## src/rtl/serial_adder_pkg.sv

```systemverilog
// Shared types and constants for the bit-serial adder.
// Holds the FSM state encoding and the default operand width.
package serial_adder_pkg;

  typedef enum logic [1:0] {
    IDLE = 2'd0,
    RUN  = 2'd1,
    DONE = 2'd2
  } state_t;

  localparam int DEF_WIDTH = 8;

endpackage

```

## src/rtl/serial_adder_fa.sv

```systemverilog
// One-bit full adder: two half-adder cells and an OR
// joining their carries. Purely combinational.
module fa_cell (
  input  logic a,
  input  logic b,
  input  logic cin,
  output logic s,
  output logic cout
);

  logic hs;
  logic hc0;
  logic hc1;

  assign hs   = a ^ b;
  assign hc0  = a & b;
  assign s    = hs ^ cin;
  assign hc1  = hs & cin;
  assign cout = hc0 | hc1;

endmodule

```

## src/rtl/serial_adder.sv

```systemverilog
// Bit-serial WIDTH-bit adder: one fa_cell and a carry flop,
// LSB first, parallel result with a one-cycle done pulse.
module serial_adder
  import serial_adder_pkg::*;
#(
  parameter int WIDTH = DEF_WIDTH
) (
  input  logic             clk,
  input  logic             rst_n,
  input  logic             start,
  input  logic [WIDTH-1:0] a,
  input  logic [WIDTH-1:0] b,
  output logic             busy,
  output logic             done,
  output logic [WIDTH-1:0] sum,
  output logic             cout
);

  localparam int CW = $clog2(WIDTH);

  state_t           state;
  state_t           next;
  logic [WIDTH-1:0] opa;
  logic [WIDTH-1:0] opb;
  logic [CW-1:0]    counter;
  logic             carry;
  logic             fa_s;
  logic             fa_c;
  logic             last;
  logic             load;
  logic             shift;

  fa_cell u_fa (
    .a    (opa[0]),
    .b    (opb[0]),
    .cin  (carry),
    .s    (fa_s),
    .cout (fa_c)
  );

  assign last = (counter == CW'(WIDTH - 1));

  always_ff @(posedge clk or negedge rst_n) begin
    if (!rst_n) begin
      state <= IDLE;
    end else begin
      state <= next;
    end
  end

  // Illegal encoding falls through to IDLE.
  always_comb begin
    next = IDLE;
    unique case (state)
      IDLE:    next = start ? RUN : IDLE;
      RUN:     next = last ? DONE : RUN;
      DONE:    next = start ? RUN : IDLE;
      default: next = IDLE;
    endcase
  end

  always_comb begin
    load  = 1'b0;
    shift = 1'b0;
    busy  = 1'b0;
    done  = 1'b0;
    unique case (state)
      IDLE: begin
        load = start;
      end
      RUN: begin
        shift = 1'b1;
        busy  = 1'b1;
      end
      DONE: begin
        load = start;
        done = 1'b1;
      end
      default: begin
        load = 1'b0;
      end
    endcase
  end

  always_ff @(posedge clk or negedge rst_n) begin
    if (!rst_n) begin
      opa     <= '0;
      opb     <= '0;
      sum     <= '0;
      counter <= '0;
      carry   <= 1'b0;
      cout    <= 1'b0;
    end else if (load) begin
      opa     <= a;
      opb     <= b;
      sum     <= '0;
      counter <= '0;
      carry   <= 1'b0;
      cout    <= 1'b0;
    end else if (shift) begin
      opa   <= opa >> 1;
      opb   <= opb >> 1;
      sum   <= {fa_s, sum[WIDTH-1:1]};
      carry <= fa_c;
      if (last) begin
        cout <= fa_c;
      end else begin
        counter <= counter + CW'(1);
      end
    end
  end

endmodule

```

## config.mk

```make
export PLATFORM = sky130hd
export DESIGN_NAME = serial_adder
export DESIGN_NICKNAME = d
export VERILOG_FILES = /design/src/rtl/serial_adder_pkg.sv /design/src/rtl/serial_adder_fa.sv /design/src/rtl/serial_adder.sv
export SDC_FILE = /design/constraint.sdc
export NUM_CORES = 1
export LEC_CHECK = 0
export ABC_AREA = 1
export ABC_CLOCK_PERIOD_IN_PS = 1500
export BUFFER_PORTS_ARGS = -buffer_cell sky130_fd_sc_hd__buf_2
export CORE_AREA = 4 4 62 76
export DETAILED_ROUTE_END_ITERATION = 7
export DIE_AREA = 0 0 66 80
export PLACE_DENSITY_LB_ADDON = 0.08
export REMOVE_ABC_BUFFERS = 1
export SYNTH_ARGS = -nofsm -noshare
export SYNTH_HDL_FRONTEND = slang
export SYNTH_SLANG_ARGS = --single-unit
```

## constraint.sdc

```tcl
create_clock -name clk -period 1.5 [get_ports clk]
set_input_delay 0.15 -clock clk [delete_from_list [all_inputs] [get_ports clk]]
set_output_delay 0.15 -clock clk [all_outputs]
set_load 0.1 [all_outputs]
```

==> results.tsv, run 1 <==
stage	metric	value	unit
synth	synth_top_family_by_area	simple AND/OR/NAND/NOR gates	
timing	final.period_utilization	0.9482	
critical_path	crit_path_max_fanout	14	
synth	synth_compound_area_frac	0	
power	ir_drop	0.0007544	V
timing	worst_pin_slew	0.6959	ns
clocking	clock_sinks	31	
synth	synth.top_cell.area_share	0.4992	
synth	syn_area	1554	µm²
cells_and_area	final_nets	252	
synth	yosys.area.top_type	dfrtp_1	
critical_path	end_kind	primary output	
clocking	clock-root-buffer	clkbuf_8	
timing	rsz0062_at_grt	false	
timing	clock.fmax	703.1	MHz
synth	synth_area_leaders	dfrtp_1, nand2_1, nand3_1	
clocking	clock_path_buffers	2	
floorplan	num_rows	25	
job	maxCapViolCount	0	
synth	ys_warn_count	0	
timing	timing.slew.headroom	0.5361	
place	place.gp.congestion	0.6950	
synth	synth_most_common_cell	nand2_1	
place	port_buffers	29	
detailed_routing	vias	1264	
cells_and_area	diodes	0	
clocking	clk_pin_slew_worst_paths	0.06	ns
critical_path	path_class	flip-flop to primary output	
timing	fin_ws	0.07773	ns
cells_and_area	layout-drive-gt1-share	0.2052	
clocking	cts_tree	yes	
outcome	outcome	finished, final reports clean	
detailed_routing	detail_route.wl_per_cell	11.28	µm
grt	overflow	0	
detailed_routing	drt_iter0_markers	41	
timing	finalHoldViolations	0	
synth	synth_edf_count	0	
critical_path	arrival	1.27	ns
cells_and_area	design_area	1838	µm²
timing	drv_slew	0	
synth	synth_xor_xnor_area_share	0	
place	postPlaceCellArea	1738	µm²
synth	syn_area_per_cell	7.888	µm²
timing	min_period	1.422	ns
grt	grt_pass1_wl	5575	µm
floorplan	design.portCount	30	
synth	synth-seq-cells	31	
synth	synthSimpleGateAreaFrac	0.3680	
synth	synthMuxAreaShare	0	
grt	antenna_found_initial	0	
grt	grt_start_max_net_pins	32	
clocking	insertion_delay	0.27	ns
synth	synth_common_cells	nand2_1, dfrtp_1, nand3_1, inv_1, buf_6	
synth	synthAdderAreaFrac	0.02899	
synth	synth.distinct_cells	18	
synth	ys.flop_type	dfrtp_1	
critical_path	start_kind	flip-flop	
grt	busiest_layer	met2	
synth	syn_inst	197	
power	p_leak	1.088	nW
synth	ys_async_sr_fraction	1.000	
place	pre_cts_ws	0.1500	ns
floorplan	die_w	66	µm
floorplan	initial_utilization	0.3974	
grt	met2_usage	0.2347	
critical_path	worst-endpoint-required	1.35	ns
synth	ys_seq_area_frac	0.4992	
detailed_routing	wirelength	3191	µm
detailed_routing	first_pass_iters	4	
grt	grt_pass1_vias	1264	
grt	track_usage	0.1403	
hold_path	hold_class	input pin to flip-flop	
place	hpwl	2143	µm
detailed_routing	drc	0	
timing	finalSetupViolCount	0	
cells_and_area	area_delta_synth_final	18.28	%
timing	finalClockSkew	0.002652	ns
clocking	cts_buffers	5	
detailed_routing	ant_nets	0	
detailed_routing	routed_via_density	4.466	
floorplan	dieArea	5280	µm²
floorplan	die_y	80	µm
floorplan	core_area	3910	µm²
clocking	htree_levels	2	
power	p_per_area	2350	nW/µm²
grt	met1_usage	0.1614	
cells_and_area	post-route-util	0.4701	
grt	met3_usage	0.04225	
state kept, by name, indices dropped and copies added, names as in the netlist:
name     flops
opa          8
opb          8
sum          8
counter      3
state        2
carry        1
cout         1
metal layers:
metal / share of wire / up-vias
met5: 0 / -
met3: 0.060 / 5
met4: 0.016 / 0
met2: 0.50 / 29
met1: 0.42 / 574
li1: - / 656
worst max-delay path, cell delays in order (launching register included):
cell and delay [ns]:
dfrtp_1 0.42, buf_4 0.21, nor2_2 0.17, buf_12 0.19
logic make-up after synthesis:
| family | count (synthesis) |
|---|---|
| buf+inv | 30 |
| fa+ha+maj | 3 |
| simple gates | 133 |
| flops | 31 |
layout by cell type (no fill, tap or decap), types with 2 or more instances in the layout:
master / count
nand2_1: 105
dfrtp_1: 31
buf_2: 27
nand3_1: 22
inv_1: 18
clkbuf_8: 5
buf_4: 4
inv_4: 2
inv_2: 2
ha_1: 2
buf_12: 2
area by class of cell:
class / instances / area [µm²]
Inverter: 22 / 87.58
Clock buffer: 6 / 72.57
Sequential cell: 31 / 775.7
Timing Repair Buffer: 34 / 215.2
Tap cell: 54 / 67.56
Fill cell: 420 / 2072
Multi-Input combinational cell: 136 / 619.3
power breakdown:
part	switching [W]	internal [W]	leakage, nW
logic	0.00166	0.000638	0.663
registers	0.000235	0.00121	0.388
clock network	0.000269	0.000308	0.0371
total	0.00216	0.00215	1.09
path summary, 6_finish.rpt:
check	slack (ns)	cells past startpoint	end	from
setup / recovery	0.08	3	done	state[0]
hold / removal	0.07	3	opa[7]	a[7]
setup reg to reg	0.14	7	counter[1]	counter[0]
hold reg to reg	0.47	2	opb[6]	opb[6]
max in group asynchronous	0.60	2	counter[0]	rst_n
min in group asynchronous	0.45	2	sum[0]	rst_n
metrics by stage:
stage                     cells  power, W  TNS [ns]  hold slack [ns]
final                       283  0.004319         0          0.07259
after global routing        283  0.004723         0          0.06852
after CTS                   281  0.004353         0          0.06058
after detailed placement    274  0.003743         0           0.2342
after global placement      274  0.003689         0           0.2359
after floorplan             189  0.003184    -3.101          -0.1456
repair_timing:
item	CTS	global route
buffers inserted	0	2
setup endpoints to repair	0	2
hold buffers	1	0
resized for setup	0	1
endpoints found under the hold margin	31	0
(Power assumes the default switching activity.)
==> inputs of run 2 (changes only) <==
Settings changed: CTS_BUF_LIST set to sky130_fd_sc_hd__clkbuf_16.
==> run 2 against run 1 <==
Compared with the run above: sequential power hardly changed; via count is 0.71% lower; core utilization is 1.4 points higher; register-to-register slack hardly changed; clock power is 54% higher; design area is 3.1% higher; clock skew is 0.00081 ns higher; setup slack better by 0.0088 ns; combinational power hardly changed; highest routed layer unchanged.
==> results.tsv, run 2 (synthesis gave the netlist of run 1 again) <==
stage	metric	value	unit
outcome	outcome	finished, final reports clean	
timing	fin_ws	0.08657	ns
critical_path	arrival	1.26	ns
clocking	insertion_delay	0.27	ns
critical_path	critPathSlowestCell	dfrtp_1	
critical_path	worst-endpoint-required	1.35	ns
place	pre_cts_ws	0.1500	ns
clocking	clock-root-buffer	clkbuf_16	
cells_and_area	final_common_cell	nand2_1	
critical_path	reg2reg_to	counter[1]	
hold_path	hold-path-cell-count	3	
timing	finalClockSkew	0.003460	ns
power	ir_drop	0.0008954	V
cells_and_area	diodes	0	
grt	antenna_found_initial	0	
timing	finalSetupViolCount	0	
timing	timing.slew.headroom	0.5355	
grt	grt_start_max_net_pins	32	
place	port_buffers	29	
hold_path	hold_class	input pin to flip-flop	
critical_path	path_class	flip-flop to primary output	
detailed_routing	detail_route.wl_per_cell	11.28	µm
critical_path	reg2reg_slack	0.15	ns
critical_path	end_kind	primary output	
grt	overflow	0	
detailed_routing	ant_nets	0	
grt	grt_pass1_wl	5533	µm
clocking	cts_tree	yes	
clocking	cts_buffers	5	
timing	worst_pin_slew	0.6968	ns
cells_and_area	area_delta_synth_final	21.90	%
floorplan	die_w	66	µm
power	p_leak	1.118	nW
floorplan	dieArea	5280	µm²
cells_and_area	seq_area	775.7	µm²
cells_and_area	multi_input_area	619.3	µm²
cells_and_area	final_nets	252	
critical_path	r2r-start	counter[0]	
floorplan	initial_utilization	0.3974	
cells_and_area	finalNonFillerCells	283	
clocking	clk_pin_slew_worst_paths	0.05	ns
detailed_routing	drt_iter0_markers	52	
critical_path	ff2ff_path_depth	7	
cells_and_area	reg_top3	opa (8), opb (8), sum (8)	
power	p_per_area	2445	nW/µm²
job	maxCapViolCount	0	
timing	fin_setup_tns	0	ns
timing	drv_slew	0	
detailed_routing	routed_via_density	4.435	
detailed_routing	wirelength	3191	µm
detailed_routing	first_pass_iters	6	
place	hpwl	2143	µm
place	place.gp.congestion	0.6950	
critical_path	crit_family	flip-flops	
cells_and_area	post-route-util	0.4845	
critical_path	crit_path_max_incr_delay	0.41	ns
floorplan	core_area	3910	µm²
cells_and_area	mostFrequentLayoutCells	nand2_1, dfrtp_1, buf_2	
critical_path	critical_path_buf_inv_count	2	
critical_path	start_kind	flip-flop	
detailed_routing	vias	1255	
floorplan	design.portCount	30	
clocking	htree_levels	2	
timing	final.period_utilization	0.9423	
cells_and_area	nFillCells	414	
cells_and_area	layout-drive-gt1-share	0.2052	
detailed_routing	drc	0	
clocking	clock_sinks	31	
floorplan	num_rows	25	
critical_path	crit_path_max_fanout	14	
timing	rsz0062_at_grt	false	
grt	track_usage	0.1368	
hold_path	hp-start	a[7]	
place	dp.cells	274	
floorplan	die_y	80	µm
hold_path	hold_path_end	opa[7]	
timing	min_period	1.413	ns
timing	clock.fmax	707.5	MHz
critical_path	path_cells	buf_4 > nor2_2 > buf_12	
grt	grt_pass1_vias	1258	
timing	hold-worst-slack	0.08086	ns
timing	finalHoldViolations	0	
clocking	clock_path_buffers	2	
==> run 2: how the worst max path moves through the flow <==
stage | from | end | cells after the start
after CTS | state[0] | done | 3
final | state[0] | done | 3
after global placement | counter[0] | counter[1] | 7
after floorplan | state[0] | done | 1
after detailed placement | counter[0] | counter[1] | 6
after global routing | counter[0] | counter[2] | 7
==> run 2: cell type report <==
class | count | share of cell area
tap | 54 | 0.03567
sequential | 31 | 0.4095
clock buffer | 5 | 0.06605
inverter | 22 | 0.04624
timing repair buffer | 34 | 0.1136
clock inverter | 1 | 0.001982
multi-input combinational | 136 | 0.3269
==> run 2: what timing repair did <==
| item | 4_1_cts | 5_1_grt |
|---|---|---|
| gates resized for setup | 0 | 1 |
| setup endpoints to repair | 0 | 2 |
| setup buffers | 0 | 2 |
| hold buffers | 1 | 0 |
| hold endpoints to repair | 31 | 0 |
==> run 2: where the power goes <==
group / total, W / leakage (nW) / switching (W) / internal (W)
clock: 0.000891 / 0.0669 / 0.000306 / 0.000586
sequential: 0.00145 / 0.388 / 0.000235 / 0.00121
combinational: 0.00230 / 0.663 / 0.00166 / 0.000637
total: 0.00463 / 1.12 / 0.00220 / 0.00243
==> run 2: through the flow <==
stage          area, µm²  power, W
2_1_floorplan       1480  0.003184
3_3_place_gp        1738  0.003689
3_5_place_dp        1738  0.003743
4_1_cts             1877  0.004657
5_1_grt             1894  0.005038
6_report            1894  0.004632
==> run 2: metal layers <==
metal / track usage / share of wire / vias to the layer above
met3: 0.04225 / 0.062 / 5
met1: 0.1649 / 0.43 / 562
met5: 0 / 0 / -
met4: 0.04268 / 0.013 / 0
li1: - / - / 655
met2: 0.2307 / 0.50 / 33
==> run 2: tightest hold or removal path, stage by stage <==
cell	delay, ns
buf_2	0.07
nand2_1	0.04
nand2_1	0.05
==> inputs of run 3 (changes only) <==
Settings changed: CELL_PAD_IN_SITES_DETAIL_PLACEMENT set to 1, CELL_PAD_IN_SITES_GLOBAL_PLACEMENT set to 1, CORE_AREA 4 4 62 76 to 4 4 63 77, DIE_AREA 0 0 66 80 to 0 0 67 81.
==> run 3 against run 2 <==
Compared with the run above: clock power increased by 6.2%; clock skew increased by 0.0034 ns; die area increased by 2.8%; global-route usage increased by 1.5 points; via count increased by 5.8%; non-clock buffer count unchanged; design area increased by 0.99%; critical path type unchanged.
==> results.tsv, run 3 (synthesis gave the netlist of run 1 again) <==
stage	metric	value	unit
outcome	outcome	finished, final reports clean	
critical_path	start_kind	flip-flop	
timing	finalHoldViolations	0	
cells_and_area	diodes	0	
clocking	cts_buffers	5	
power	ir_drop	0.0008865	V
cells_and_area	reg_top3	opa (8), opb (8), sum (8)	
timing	finalClockSkew	0.006821	ns
timing	worst_pin_slew	0.7019	ns
hold_path	hold_class	input pin to flip-flop	
critical_path	arrival	1.26	ns
cells_and_area	design_area	1913	µm²
critical_path	crit_family	flip-flops	
grt	overflow	0	
cells_and_area	area_delta_synth_final	23.11	%
cells_and_area	layout-drive-gt1-share	0.2208	
grt	antenna_found_initial	0	
critical_path	path_class	flip-flop to primary output	
cells_and_area	final_common_cell	nand2_1	
place	place.gp.congestion	0.6891	
floorplan	core_area	4131	µm²
floorplan	die_y	81	µm
detailed_routing	wirelength	3540	µm
clocking	clock-root-buffer	clkbuf_16	
critical_path	end_kind	primary output	
grt	grt_pass1_vias	1418	
critical_path	reg2reg_slack	0.10	ns
timing	fin_ws	0.09354	ns
clocking	clock_sinks	31	
place	postPlaceCellArea	1748	µm²
floorplan	die_w	67	µm
power	p_leak	1.129	nW
critical_path	critical_path_buf_inv_count	2	
detailed_routing	first_pass_iters	4	
clocking	cts_tree	yes	
power	p_per_area	2479	nW/µm²
detailed_routing	routed_via_density	4.627	
detailed_routing	detail_route.wl_per_cell	12.33	µm
floorplan	design.portCount	30	
floorplan	num_rows	26	
timing	clock.fmax	711.0	MHz
floorplan	dieArea	5427	µm²
detailed_routing	vias	1328	
cells_and_area	mostFrequentLayoutCells	nand2_1, dfrtp_1, buf_2	
critical_path	path_cells	buf_4 > nor2_2 > buf_12	
timing	drv_slew	0	
detailed_routing	drc	0	
detailed_routing	ant_nets	0	
detailed_routing	drt_iter0_markers	60	
grt	grt_start_max_net_pins	32	
critical_path	crit_path_max_fanout	10	
job	maxCapViolCount	0	
timing	finalSetupViolCount	0	
timing	final.period_utilization	0.9376	
clocking	clock_path_buffers	2	
clocking	insertion_delay	0.27	ns
cells_and_area	final_nets	252	
place	hpwl	2553	µm
grt	grt_pass1_wl	6210	µm
timing	timing.slew.headroom	0.5320	
grt	track_usage	0.1521	
timing	min_period	1.406	ns
critical_path	critPathSlowestCell	dfrtp_1	
timing	rsz0062_at_grt	false	
clocking	htree_levels	2	
place	pre_cts_ws	0.1131	ns
critical_path	worst-endpoint-required	1.35	ns
floorplan	initial_utilization	0.3761	
clocking	clk_pin_slew_worst_paths	0.05	ns
place	port_buffers	29	
critical_path	crit_path_max_incr_delay	0.43	ns
run 3: changes by cell type in the layout (fill, tap and decap cells not counted):
cell,before,now
clkinv_2,0,3
nand3_2,0,1
inv_1,19,18
nand3_1,22,21
run 3: routing by layer:
layer	vias up	GRT usage	part of all wire
li1	661	-	-
met1	633	0.1654	0.40
met2	29	0.2822	0.54
met3	5	0.03043	0.051
met4	0	0.06085	0.0088
met5	-	0	0
run 3: stage by stage:
step	power [W]	TNS [ns]	hold slack, ns	utilization	cells
6_report	0.004742	0	0.08125	0.4631	287
5_1_grt	0.005148	0	0.1073	0.4631	287
4_1_cts	0.004807	0	0.08000	0.4612	287
3_5_place_dp	0.003804	0	0.2467	0.4231	277
3_3_place_gp	0.003709	0	0.2396	0.4231	277
2_1_floorplan	0.003184	-3.101	-0.1456	-	189
run 3: worst paths after layout:
path                            startpoint    endpoint  depth (start not counted)
worst max register to register  counter[0]  counter[1]                          7
worst min register to register      opb[7]      opb[7]                          2
worst max-delay path              state[0]        done                          3
max in group asynchronous            rst_n    state[1]                          2
worst min-delay path                  b[7]      opb[7]                          3
min in group asynchronous            rst_n      sum[7]                          2
run 3: area by class of cell:
cell class                      instances  area (µm²)
Clock buffer                            5       125.1
Tap cell                               56       70.07
Timing Repair Buffer                   34       215.2
Inverter                               22       87.58
Multi-Input combinational cell        136       624.3
Clock inverter                          3       15.01
Fill cell                             551        2218
Sequential cell                        31       775.7
run 3: worst register-to-register path: stages, from the launching register on:
cell and delay (ns):
dfrtp_1 0.41, ha_1 0.23, ha_1 0.22, inv_1 0.10
nand3_2 0.14, inv_1 0.11, nand2_1 0.08, nand2_1 0.07
run 3: power by group:
| part | switching, W | internal, W | leakage [nW] |
|---|---|---|---|
| clock network | 0.000343 | 0.000603 | 0.0733 |
| logic | 0.00170 | 0.000645 | 0.668 |
| registers | 0.000238 | 0.00121 | 0.388 |
run 3: repair_timing:
action	CTS	global route
hold buffers	1	0
pin swaps	1	0
hold endpoints to repair	31	0
endpoints found under the setup margin	1	4
gates resized for setup	0	2
setup buffers	1	0
